### src/rtl/instr_sequencer_if.sv
// instr_sequencer_if: sequencer control bus; ILLEGAL exists only when ILLEGAL_OP_TRAP_EN is defined
interface instr_sequencer_if #(
  parameter int DATA_W   = 10,
  parameter int NUM_REGS = 8
);
  logic                RUN;
  logic [1:0]          T;
  logic [DATA_W-1:0]   DIN;
  logic [DATA_W-1:0]   IR_Q;
  logic [NUM_REGS-1:0] R_IN;
  logic [NUM_REGS-1:0] R_OUT;
  logic                DIN_OUT;
  logic                A_IN;
  logic                G_IN;
  logic                G_OUT;
  logic [2:0]          ALU_OP;
  logic                DONE;
  logic                BUSY;
  logic                STEP_CLR;
`ifdef ILLEGAL_OP_TRAP_EN
  logic                ILLEGAL;
`endif
  modport slave (
    input  RUN, T, DIN,
    output IR_Q, R_IN, R_OUT, DIN_OUT, A_IN, G_IN, G_OUT, ALU_OP, DONE, BUSY, STEP_CLR
`ifdef ILLEGAL_OP_TRAP_EN
    , output ILLEGAL
`endif
  );
  modport master (
    output RUN, T, DIN,
    input  IR_Q, R_IN, R_OUT, DIN_OUT, A_IN, G_IN, G_OUT, ALU_OP, DONE, BUSY, STEP_CLR
`ifdef ILLEGAL_OP_TRAP_EN
    , input ILLEGAL
`endif
  );
endinterface

### src/rtl/instr_sequencer.sv
// instr_sequencer: fetch/decode sequencer for the 10-bit processor; ILLEGAL_OP_TRAP_EN adds a sticky illegal-opcode trap
module instr_sequencer #(
  parameter int DATA_W   = 10,
  parameter int NUM_REGS = 8
) (
  input  logic               CLKb,
  input  logic               CLR,
  instr_sequencer_if.slave   bus
);
  localparam logic [3:0] OP_MV  = 4'b0000;
  localparam logic [3:0] OP_MVI = 4'b0001;
  localparam logic [3:0] OP_NOT = 4'b0111;
  logic [DATA_W-1:0]   r_ir;
  logic                r_busy;
  logic [3:0]          w_op;
  logic [2:0]          w_rx, w_ry;
  logic [NUM_REGS-1:0] w_one;
  logic                w_t0, w_t1, w_t2, w_t3, w_act;
  logic                w_mv, w_mvi, w_bad, w_alu, w_not;
  logic                w_done, w_fetch, w_gin, w_trap;
  assign w_op  = r_ir[9:6];
  assign w_rx  = r_ir[5:3];
  assign w_ry  = r_ir[2:0];
  assign w_one = NUM_REGS'(1);
  assign w_t0  = bus.T == 2'd0;
  assign w_t1  = bus.T == 2'd1;
  assign w_t2  = bus.T == 2'd2;
  assign w_t3  = bus.T == 2'd3;
  assign w_act = r_busy & ~w_t0;
  assign w_mv  = w_op == OP_MV;
  assign w_mvi = w_op == OP_MVI;
  assign w_bad = w_op[3];
  assign w_not = w_op == OP_NOT;
  assign w_alu = ~w_op[3] & (w_op[2:1] != 2'b00);
  assign w_done  = w_act & ((w_t1 & (w_mv | w_mvi | w_bad)) | (w_t3 & w_alu));
  assign w_fetch = w_t0 & bus.RUN & ~w_trap;
  assign w_gin   = w_act & w_t2 & w_alu;
`ifdef ILLEGAL_OP_TRAP_EN
  logic r_ill;
  assign w_trap      = r_ill;
  assign bus.ILLEGAL = r_ill;
  // latch an illegal opcode at its T=1 step; only CLR releases the trap
  always_ff @(negedge CLKb or posedge CLR)
    if (CLR) r_ill <= 1'b0;
    else if (w_act & w_t1 & w_bad) r_ill <= 1'b1;
`else
  assign w_trap = 1'b0;
`endif
  // fetch at T=0 when RUN is high; drop BUSY at the step that finishes the instruction
  always_ff @(negedge CLKb or posedge CLR)
    if (CLR) begin
      r_ir   <= '0;
      r_busy <= 1'b0;
    end else if (w_fetch) begin
      r_ir   <= bus.DIN;
      r_busy <= 1'b1;
    end else if (w_done) r_busy <= 1'b0;
  assign bus.IR_Q    = r_ir;
  assign bus.BUSY    = r_busy;
  assign bus.R_IN    = (w_act & ((w_t1 & (w_mv | w_mvi)) | (w_t3 & w_alu))) ? w_one << w_rx : '0;
  assign bus.R_OUT   = (w_act & w_t1 & (w_mv | w_alu)) ? w_one << (w_mv ? w_ry : w_rx) :
                       (w_gin & ~w_not) ? w_one << w_ry : '0;
  assign bus.DIN_OUT = w_act & w_t1 & w_mvi;
  assign bus.A_IN    = w_act & w_t1 & w_alu;
  assign bus.G_IN    = w_gin;
  assign bus.G_OUT   = w_act & w_t3 & w_alu;
  assign bus.ALU_OP  = w_gin ? r_ir[8:6] : 3'b000;
  assign bus.DONE    = w_done;
  assign bus.STEP_CLR = CLR | w_done | (w_t0 & (~bus.RUN | w_trap)) | (~w_t0 & ~r_busy);
endmodule

### src/flat_wrapper.sv
// flat-port wrapper written by rule: the top's interface ports become plain ports
module instr_sequencer_flat 
#(
  parameter int DATA_W   = 10,
  parameter int NUM_REGS = 8
)
  (CLKb, CLR, bus_RUN, bus_T, bus_DIN, bus_IR_Q, bus_R_IN, bus_R_OUT, bus_DIN_OUT, bus_A_IN, bus_G_IN, bus_G_OUT, bus_ALU_OP, bus_DONE, bus_BUSY, bus_STEP_CLR);
  instr_sequencer_if #(.DATA_W(DATA_W), .NUM_REGS(NUM_REGS)) bus_i ();
  input  logic CLKb;
  input  logic CLR;
  input wire logic [$bits(bus_i.RUN)-1:0] bus_RUN;
  input wire logic [$bits(bus_i.T)-1:0] bus_T;
  input wire logic [$bits(bus_i.DIN)-1:0] bus_DIN;
  output wire logic [$bits(bus_i.IR_Q)-1:0] bus_IR_Q;
  output wire logic [$bits(bus_i.R_IN)-1:0] bus_R_IN;
  output wire logic [$bits(bus_i.R_OUT)-1:0] bus_R_OUT;
  output wire logic [$bits(bus_i.DIN_OUT)-1:0] bus_DIN_OUT;
  output wire logic [$bits(bus_i.A_IN)-1:0] bus_A_IN;
  output wire logic [$bits(bus_i.G_IN)-1:0] bus_G_IN;
  output wire logic [$bits(bus_i.G_OUT)-1:0] bus_G_OUT;
  output wire logic [$bits(bus_i.ALU_OP)-1:0] bus_ALU_OP;
  output wire logic [$bits(bus_i.DONE)-1:0] bus_DONE;
  output wire logic [$bits(bus_i.BUSY)-1:0] bus_BUSY;
  output wire logic [$bits(bus_i.STEP_CLR)-1:0] bus_STEP_CLR;
  assign bus_i.RUN = bus_RUN;
  assign bus_i.T = bus_T;
  assign bus_i.DIN = bus_DIN;
  assign bus_IR_Q = bus_i.IR_Q;
  assign bus_R_IN = bus_i.R_IN;
  assign bus_R_OUT = bus_i.R_OUT;
  assign bus_DIN_OUT = bus_i.DIN_OUT;
  assign bus_A_IN = bus_i.A_IN;
  assign bus_G_IN = bus_i.G_IN;
  assign bus_G_OUT = bus_i.G_OUT;
  assign bus_ALU_OP = bus_i.ALU_OP;
  assign bus_DONE = bus_i.DONE;
  assign bus_BUSY = bus_i.BUSY;
  assign bus_STEP_CLR = bus_i.STEP_CLR;
  instr_sequencer #(.DATA_W(DATA_W), .NUM_REGS(NUM_REGS)) u_core (.CLKb(CLKb), .CLR(CLR), .bus(bus_i));
endmodule
### config.mk
export PLATFORM = sky130hd
export DESIGN_NAME = instr_sequencer_flat
export DESIGN_NICKNAME = d
export VERILOG_FILES = /design/src/rtl/instr_sequencer_if.sv /design/src/rtl/instr_sequencer.sv /design/src/flat_wrapper.sv
export SDC_FILE = /design/constraint.sdc
export NUM_CORES = 1
export LEC_CHECK = 0
export CELL_PAD_IN_SITES_DETAIL_PLACEMENT = 0
export CELL_PAD_IN_SITES_GLOBAL_PLACEMENT = 1
export CORE_UTILIZATION = 25
export CTS_CLUSTER_SIZE = 28
export DETAILED_ROUTE_END_ITERATION = 8
export PLACE_DENSITY = 0.75
export REMOVE_ABC_BUFFERS = 1
export SLEW_MARGIN = 20
export SYNTH_ARGS = -nofsm -noshare
export SYNTH_HDL_FRONTEND = slang
export SYNTH_SLANG_ARGS = --single-unit
### constraint.sdc
create_clock -name CLKb -period 2 [get_ports CLKb]
set_input_delay 0.3 -clock CLKb [delete_from_list [all_inputs] [get_ports CLKb]]
set_output_delay 0.3 -clock CLKb [all_outputs]
set_load 0.05 [all_outputs]
* After elaboration in Yosys (flattened, before gate mapping)
Index checks and enable logic that the tools add are counted.
Widths: inputs -> output; s select.
** Operators by class
- Eq/ne operators :: 5
- Shifts and indexed selects :: 3
- Muxes and demuxes :: 7
- Bitwise logic cells :: 32
- Reductions and logical operators :: 4
** Operators with widths (count)
- $mux 8 :: 3
- $shl 1x3->8 const A :: 3
- $and 1x1->1 :: 19
- $or 1x1->1 :: 8
- $mux 3 :: 2
- $not 1->1 :: 5
- $eq 2x2->1 const B :: 2
- $eq 4x1->1 const B :: 1
- $eq 4x3->1 const B :: 1
- $logic_not 4->1 :: 1
- $reduce_bool 2->1 :: 2
- $eq 2x1->1 const B :: 1
- $logic_not 2->1 :: 1
- $mux 1 :: 2
** Storage, ports and cells
- Flip-flop bits (word level) :: 11
- Bits of input ports :: 15
- Output and inout port bits :: 36
- Logic and storage cells :: 53

* Longest topological paths before layout
Gate-level depths: netlist (run 1).
- Word-level depth :: 9
- Mapped depth :: 4
- Depth with buffers taken out :: 4

==> results.toml, run 1 <==
[critical_path]
path_cells = "buf_6, and4bb_1, and3b_4, o21bai_4, o22ai_2, buf_12"
cp-start-kind = "flop"
crit_family = "flip-flops"
crit_fanout = 4
endpoint_kind = "output port"
worstPathArrival_ns = 2.90
critPathMaxStageDelay_ns = 0.50
cp_num_buf_inv = 2
crit_slowest_cell = "dfrtn_1"
r2r-start = "u_core.bus.IR_Q[7]"
cp.required_ns = 1.70
crit_start = "u_core.bus.BUSY"
critPathKind = "reg2out"

[synthesis]
synth_compound_area_share_pct = 14.8
synth_top_family_by_area = "simple AND/OR/NAND/NOR gates"
synth-edff-count = 0
yosys.area_share.simple_pct = 32.1
yosys.area_share.xor_xnor_pct = 2.03
ys_types = 35
async_flop_share_pct = 100
syn_area_per_cell_sq_um = 10.4
synth-seq-area-share_pct = 31.9
syn_area_sq_um = 862
synthMuxAreaShare_pct = 17.0
yosysWarnings = 0
ys_ff_latch = 11
yosys.area_share.adder_pct = 0
synth_ff_type = "dfrtn_1"
postSynthCellCount = 83

[routing]
post_drt_wl_per_cell_um = 16.6
drt-total-wl_um = 3740
drc = 0
ant_nets = 0
drt_iter0_markers = 31
dr.pass1.iters = 4
via_per_inst = 4.76
vias = 1072

[clock_tree]
clk_pin_slew_ns = 0.05
cts_buffers = 3
ctsLongestPathBuffers = 2
hold_buffers = 0
cts-root-buf = "clkbuf_4"
clock_sinks = 11
clock_latency_ns = 0.28
h-tree-depth = 1
cts_tree = "done"

[placement]
numPortBuffers = 50
placed_area_sq_um = 2020
dp_slack_ns = -0.819
place_hpwl_um = 2450
gp_congestion = 0.817
dp.cells = 210

[die]
die_h_um = 60.7
die_w_um = 60.7
initial_core_util_pct = 27.3
design.die.area_sq_um = 3690
core.rowCount = 20
ioPinCount = 51
core_sq_um = 3150

[finish]
antenna_cells = 0
syn_to_final_growth_pct = 183
fin_cells = 225
final_common_cell = "buf_12"
postLayoutCellArea_sq_um = 2440
fin_nets = 197
final_cell_mix = "36 x buf_12, 28 x buf_4, 17 x buf_6"
drive_above_1_share_pct = 78.5

[power]
p_leak_uw = 0.000995
power.density_nw_per_um2 = 688
ir_worst_vdd_uv = 599

[min_path]
hold_path.class = "reg2reg"
hp-start = "u_core.bus.IR_Q[1]"

[sta]
hold_ws_ns = 0.639
grt_setup_unrepaired = "yes"
worst_pin_slew_ns = 0.394
layout_setup_ws_ns = -1.20
slew_violations = 0
setup_violations = 36
finClkSkew_ns = 0.00365
slew_headroom_pct = 73.5
hold_viol = 0

[outcome]
violations = "setup timing"
status = "finished with violations"

[grt]
grt_pass1_vias = 1162
grt_pass1_wl_um = 5540
grt_overflow = 0
grt_max_degree = 8
antenna_found_initial = 0
grt_use_total_pct = 21.0

[job]
maxCapViolations = 0
==> metrics by stage <==
stage	setup TNS [ns]	util (%)	total power [uW]
floorplan	-39.17	-	748
global placement	-23.48	64.1	1250
detailed placement	-25.11	64.1	1270
CTS	-27.74	73.7	1580
global route	-31.51	77.4	1750
finish	-29.43	77.4	1680
==> path summary, 6_finish.rpt <==
path | end | slack, ns | cells past startpoint
min in group asynchronous | u_core.bus.BUSY | 1.38 | 3
max | bus_R_OUT[3] | -1.20 | 6
min | u_core.bus.IR_Q[1] | 0.64 | 2
min reg2reg | u_core.bus.IR_Q[1] | 0.64 | 2
max reg2reg | u_core.bus.BUSY | 0.62 | 5
max in group asynchronous | u_core.bus.IR_Q[1] | 0.46 | 3
==> metal layers <==
layer  up-vias  global-route usage (%)  share of wire [%]
met2        34                    41.0                 58
met3        10                    4.05                2.6
li1        507                       -                  -
met4         0                    7.47                2.5
met1       521                    22.1                 37
met5         -                       0                  0
==> layout make-up <==
class	count	area, sq um
Fill cell	204	713
Clock buffer	3	22.5
Tap cell	44	55.1
Multi-Input combinational cell	70	832
Clock inverter	1	5.00
Sequential cell	11	275
Timing Repair Buffer	94	1240
Inverter	2	7.51
==> cell families after synthesis <==
kind of cell | count (synthesis)
AND/OR/NAND/NOR | 42
AO/OA/AOI/OAI | 15
flip-flops | 11
multiplexers | 10
buffers and inverters | 3
XOR/XNOR | 2
==> registers in the layout (all words and copies together) (netlist names) <==
signal / cells
u_core.bus.IR_Q: 10
u_core.bus.BUSY: 1
==> synthesized netlist by cell type (all sizes together) (2+ instances only) <==
master	number	area, sq um
and2	4	27.5
dfrtn	11	275
inv	2	7.51
mux2	10	146
nand2	7	26.3
nand2b	4	25.0
nand3	2	10.0
nor2	12	47.6
nor3	2	10.0
nor4	2	27.5
o21ai	2	13.8
o22ai	6	37.5
o32ai	2	25.0
xnor2	2	17.5
==> power breakdown <==
group / internal, uW / switching [uW] / total (uW)
Sequential: 270 / 69.2 / 339
Combinational: 619 / 565 / 1180
Clock: 74.2 / 81.5 / 156
==> worst min-delay path, stage by stage, from the launching register on <==
cell and delay, ns:
dfrtn_1 0.47, buf_6 0.13, mux2_4 0.13
==> what timing repair did <==
action | in CTS | in global routing
gates resized for setup | 64 | 18
buffers inserted | 8 | 10
setup endpoints to repair | 47 | 36
cloned | 1 | 0
pin swaps | 13 | 14
(Power assumes the default switching activity.)
==> run 2: changes to the inputs <==
- CELL_PAD_IN_SITES_DETAIL_PLACEMENT: 0 -> 1
- SLEW_MARGIN: 20 -> 10
==> run 2 against run 1 <==
Effect of this change:
- the flow now stops in global routing (5_1_grt)
- area after synthesis stayed put
- synthesized cell count did not move
==> results.toml, run 2 <==
[grt]
antenna_found_initial = 0
grt_max_degree = 8

[clock_tree]
clock_sinks = 11
ctsLongestPathBuffers = 2
h-tree-depth = 1
cts_buffers = 3
cts-root-buf = "clkbuf_4"

[sta]
endpoint_type = "output port"
grt-worst-endpoint = "bus_R_OUT[2]"

[synthesis]
synth_top_area_share_pct = 31.9
ys_ff_latch = 11
synth-edff-count = 0
async_flop_share_pct = 100
syn_area_sq_um = 862
syn_area_per_cell_sq_um = 10.4
ys_types = 35
synth_area_leaders = "dfrtn_1 32%, mux2_4 16%, nor2_1 4.8%, o22ai_1 4.4%, nand4bb_4 3.2%"
synth-seq-area-share_pct = 31.9
yosysTopAreaCell = "dfrtn_1"
postSynthCellCount = 83
synth_ff_type = "dfrtn_1"
yosysWarnings = 0
synthTopCellsByCount = "11 x dfrtn_1, 11 x nor2_1, 9 x mux2_4"

[outcome]
haltStage = "global routing (5_1_grt)"
stop_error = "[ERROR DPL-0033] detailed placement checks failed during check placement."
status = "did not finish"

[placement]
place_hpwl_um = 3170
gp_congestion = 0.817
dp.cells = 210
dp_slack_ns = -0.861
numPortBuffers = 50

[die]
die_w_um = 60.7
initial_core_util_pct = 27.3
die_h_um = 60.7
core.rowCount = 20
ioPinCount = 51
## run 2: timing repair
action | in CTS
setup endpoints to repair | 47
gates resized for setup | 59
pin swaps | 15
hold buffers | 0
cloned | 1
setup buffers | 8
## run 2: cell families after synthesis
logic type,after synthesis,share of synthesized area (%)
xor+xnor,2,2.03
buf+inv,3,2.18
flops,11,31.9
compound gates,15,14.8
simple gates,42,32.1
mux,10,17.0
## run 2: through the flow
step                      utilization [%]  hold WS, ns  cell area, sq um  TNS (ns)
after detailed placement             64.1        0.652              2020    -26.43
after global placement               64.1        0.634              2020    -23.48
after floorplan                         -        0.797               851    -39.17
after CTS                            73.3        0.651              2310    -29.31
==> run 3: changes to the inputs <==
- CELL_PAD_IN_SITES_DETAIL_PLACEMENT: 1 -> default
- CELL_PAD_IN_SITES_GLOBAL_PLACEMENT: 1 -> default
- CORE_UTILIZATION: 25 -> 20
- CTS_CLUSTER_SIZE: 28 -> default
- PLACE_DENSITY: 0.75 -> default
- PLACE_DENSITY_LB_ADDON: default -> 0.15
==> run 3 against run 2 <==
Effect of this change:
- the flow now finishes, with violations (setup timing)
==> results.toml, run 3 (synthesis results as in run 1) <==
[power]
ir_worst_vdd_uv = 365
p_leak_uw = 0.00100
power.density_nw_per_um2 = 699

[sta]
grt_setup_unrepaired = "yes"
slew_violations = 0
slew_headroom_pct = 72.5
worst_pin_slew_ns = 0.413
hold_viol = 0
fin_tns_setup_ns = -26.98
hold_ws_ns = 0.630
finClkSkew_ns = 0.00107
layout_setup_ws_ns = -1.06
setup_violations = 41

[critical_path]
endpoint_kind = "output port"
regToRegSetupSlack_ns = 0.56
critPathKind = "reg2out"
cp-start-kind = "flop"
worstPathArrival_ns = 2.76
reg2reg_depth = 7
cp.required_ns = 1.70
crit_fanout = 4

[finish]
fillCellCount = 301
antenna_cells = 0
fin_nets = 193
final_common_cell = "buf_12"
post-route-util_pct = 61.5
largest_reg_flops = 10
register_area_sq_um = 275
final_cell_mix = "35 x buf_12, 23 x buf_6, 19 x buf_4"
postLayoutCellArea_sq_um = 2490
drive_above_1_share_pct = 77.4
syn_to_final_growth_pct = 189
multiInputGateArea_sq_um = 860

[clock_tree]
cts_buffers = 3
hold_buffers = 0
clock_latency_ns = 0.26
clock_sinks = 11
cts-root-buf = "clkbuf_8"
cts_tree = "done"
ctsLongestPathBuffers = 2
h-tree-depth = 1
clk_pin_slew_ns = 0.04

[grt]
grt_max_degree = 12
grt_overflow = 0
grt_use_total_pct = 15.9
grt_pass1_vias = 1106
antenna_found_initial = 0
grt_pass1_wl_um = 5290

[die]
ioPinCount = 51
design.die.area_sq_um = 4580
core.rowCount = 23
die_h_um = 67.7
die_w_um = 67.7
initial_core_util_pct = 21.2
core_sq_um = 4060

[routing]
via_per_inst = 4.64
drt-total-wl_um = 3480
post_drt_wl_per_cell_um = 15.3
vias = 1053
drc = 0
ant_nets = 0
drt_iter0_markers = 21
dr.pass1.iters = 4

[min_path]
holdPathStages = 2
hold_path.class = "reg2reg"

[placement]
placed_area_sq_um = 1980
gp_congestion = 0.799
numPortBuffers = 50
dp_slack_ns = -0.826
place_hpwl_um = 2270

[job]
maxCapViolations = 0

[outcome]
violations = "setup timing"
status = "finished with violations"
[run 3: layout make-up]
type / instances / area share [%]
Timing Repair Buffer: 90 / 49.8
Multi-Input combinational cell: 70 / 34.5
Sequential cell: 11 / 11.0
Tap cell: 50 / 2.51
Clock buffer: 3 / 1.66
Inverter: 2 / 0.301
Clock inverter: 1 / 0.201
[run 3: final timing paths]
check / startpoint / to
worst max-delay path: u_core.bus.IR_Q[9] / bus_R_OUT[2]
worst min-delay path: u_core.bus.IR_Q[1] / u_core.bus.IR_Q[1]
worst max register to register: u_core.bus.IR_Q[9] / u_core.bus.BUSY
worst min register to register: u_core.bus.IR_Q[1] / u_core.bus.IR_Q[1]
max in group asynchronous: CLR / u_core.bus.IR_Q[4]
min in group asynchronous: CLR / u_core.bus.IR_Q[9]
[run 3: critical path, stage by stage (launching register included)]
cell and delay [ns]:
dfrtn_1 0.45, and4bb_1 0.26, and3b_4 0.22, o21bai_4 0.23, o22ai_2 0.15, buf_12 0.17
[run 3: per-layer routing]
| metal | track usage (%) | vias up | part of all wire, % |
|---|---|---|---|
| met3 | 4.90 | 0 | 4.8 |
| met1 | 17.4 | 530 | 37 |
| met2 | 29.8 | 27 | 58 |
| met5 | 0 | - | 0 |
| met4 | 2.93 | 0 | 0 |
| li1 | - | 496 | - |
[run 3: through the flow]
step | power [uW] | instances
global placement | 1220 | 209
floorplan | 748 | 82
finish | 1740 | 227
detailed placement | 1230 | 209
global route | 1820 | 227
CTS | 1660 | 221
[run 3: report_power, final]
group | switching, uW | total [uW] | internal (uW) | leakage [uW]
Clock | 96.6 | 234 | 138 | 0.0000255
Sequential | 61.0 | 332 | 271 | 0.000131
Combinational | 566 | 1180 | 611 | 0.000849
[run 3: timing repair]
action / 4_1_cts / 5_1_grt
hold endpoints to repair: 0 / 0
pin swaps: 16 / 10
gates resized for setup: 73 / 22
endpoints found under the setup margin: 47 / 42
gates cloned: 1 / 0
setup buffers: 10 / 11
==> run 4: changes to the inputs <==
- PLACE_DENSITY_LB_ADDON: 0.15 -> default
==> run 4 against run 3 <==
Effect of this change:
- the flow still finishes with violations (setup timing)
- wire length is 16% higher
- clock skew is 0.0036 ns higher
- via count rose by 5.1%
- die area unchanged
- sequential power grew 3%
- first-iteration DRC count rose by 57%
- critical path type unchanged
- critical endpoint is now bus_R_OUT[0]
- largest cell class unchanged
==> results.toml, run 4 (synthesis results as in run 1) <==
[outcome]
status = "finished with violations"
violations = "setup timing"

[critical_path]
regToRegSetupSlack_ns = 0.55
reg2reg_depth = 6
critPathKind = "reg2out"
path_cells = "nand4bb_4, or3_4, o32ai_4, buf_12"
critPathMaxStageDelay_ns = 0.50
crit_fanout = 4
crit_family = "simple AND/OR/NAND/NOR gates"
cp_num_buf_inv = 1
r2r_end = "u_core.bus.BUSY"
r2r-start = "u_core.bus.IR_Q[7]"
cp-start-kind = "flop"
worstPathArrival_ns = 2.79
cp.required_ns = 1.70
endpoint_kind = "output port"
crit_slowest_cell = "dfrtn_1"

[grt]
grt_overflow = 0
grt_use_total_pct = 17.3
antenna_found_initial = 0
grt_pass1_vias = 1217
grt_max_degree = 12
grt_pass1_wl_um = 5780

[finish]
postLayoutCellArea_sq_um = 2550
syn_to_final_growth_pct = 196
fillCellCount = 275
post-route-util_pct = 62.9
fin_nets = 200
largest_reg_flops = 10
final_cell_mix = "37 x buf_12, 25 x buf_4, 21 x buf_6"
antenna_cells = 0
drive_above_1_share_pct = 78.3
final_common_cell = "buf_12"

[routing]
drc = 0
vias = 1107
drt-total-wl_um = 4040
dr.pass1.iters = 4
drt_iter0_markers = 33
post_drt_wl_per_cell_um = 17.3
via_per_inst = 4.73
ant_nets = 0

[sta]
hold_viol = 0
setup_violations = 36
worst_pin_slew_ns = 0.365
hold_ws_ns = 0.627
slew_headroom_pct = 75.5
fin_tns_setup_ns = -28.18
finClkSkew_ns = 0.00470
grt_setup_unrepaired = "yes"
slew_violations = 0
layout_setup_ws_ns = -1.09

[die]
core.rowCount = 23
ioPinCount = 51
initial_core_util_pct = 21.2
design.die.area_sq_um = 4580
core_sq_um = 4060
die_w_um = 67.7
die_h_um = 67.7

[power]
combPwrFrac_pct = 68.0
seq_power_share_pct = 18.8
ir_worst_vdd_uv = 471
p_leak_uw = 0.00104
p_int_uw = 1060
power.density_nw_per_um2 = 710
p_sw_uw = 748
switching_share_pct = 41.3
power_frac_clock_pct = 13.2

[clock_tree]
hold_buffers = 0
clock_latency_ns = 0.26
cts_tree = "done"
ctsLongestPathBuffers = 2
cts-root-buf = "clkbuf_8"
h-tree-depth = 1
cts_buffers = 3
clock_sinks = 11
clk_pin_slew_ns = 0.04

[min_path]
min_to = "u_core.bus.IR_Q[0]"
hp-start = "u_core.bus.IR_Q[0]"
hold_path.class = "reg2reg"
holdPathStages = 2

[placement]
numPortBuffers = 50
place_hpwl_um = 2540
gp_congestion = 0.792
placed_area_sq_um = 2040

[job]
maxCapViolations = 0
[run 4: cell types whose count changed in the layout (fill, tap and decap cells not counted), sizes merged]
cell	previous run	this run
clkinv	1	0
buf	78	86
[run 4: through the flow]
step | setup slack [ns] | instances | power (uW)
global placement | -0.759 | 217 | 1260
global route | -1.14 | 234 | 1880
CTS | -1.05 | 232 | 1720
finish | -1.09 | 234 | 1810
floorplan | -2.49 | 82 | 748
detailed placement | -0.817 | 217 | 1280
[run 4: cell type report]
cell class / instances / area (sq um) / area share (%)
Clock buffer: 4 / 45.0 / 1.76
Inverter: 2 / 7.51 / 0.294
Multi-Input combinational cell: 70 / 852 / 33.4
Sequential cell: 11 / 275 / 10.8
Tap cell: 50 / 62.6 / 2.45
Timing Repair Buffer: 97 / 1310 / 51.3
[run 4: layer usage]
| layer | up-vias | global-route usage (%) | share of wire [%] | routed length [um] |
|---|---|---|---|---|
| li1 | 512 | - | - | - |
| met1 | 564 | 19.6 | 39 | 1590 |
| met2 | 27 | 32.4 | 57 | 2310 |
| met3 | 4 | 3.04 | 3.2 | 128 |
| met4 | 0 | 5.05 | 0.42 | 17 |
| met5 | - | 0 | 0 | 0 |
[run 4: worst min-delay path, delay by kind of cell (launching register included)]
family | cells | cell delay [ns]
DFF | 1 | 0.45
buffers and inverters | 1 | 0.12
muxes | 1 | 0.14
[run 4: power groups by stage]
stage	logic (uW)	clock network, uW	registers [uW]
final	1230	239	341
after global routing	1280	255	346
after CTS	1150	241	331
after detailed placement	951	0	331
after global placement	938	0	325
after floorplan	250	0	498
[run 4: worst max-delay path by stage]
stage / end / slack [ns] / depth (start not counted) / startpoint
after detailed placement: bus_R_OUT[3] / -0.82 / 4 / u_core.bus.BUSY
after CTS: bus_R_OUT[0] / -1.05 / 4 / u_core.bus.BUSY
final: bus_R_OUT[0] / -1.09 / 4 / u_core.bus.BUSY
after global placement: bus_R_OUT[0] / -0.76 / 4 / u_core.bus.BUSY
after floorplan: bus_R_OUT[4] / -2.49 / 4 / u_core.bus.BUSY
after global routing: bus_R_OUT[6] / -1.14 / 6 / u_core.bus.BUSY
[run 4: what timing repair did]
| action | 4_1_cts | 5_1_grt |
|---|---|---|
| setup buffers | 11 | 6 |
| gates cloned | 1 | 0 |
| setup endpoints to repair | 47 | 41 |
| pin swaps | 18 | 7 |
| resized for setup | 75 | 21 |
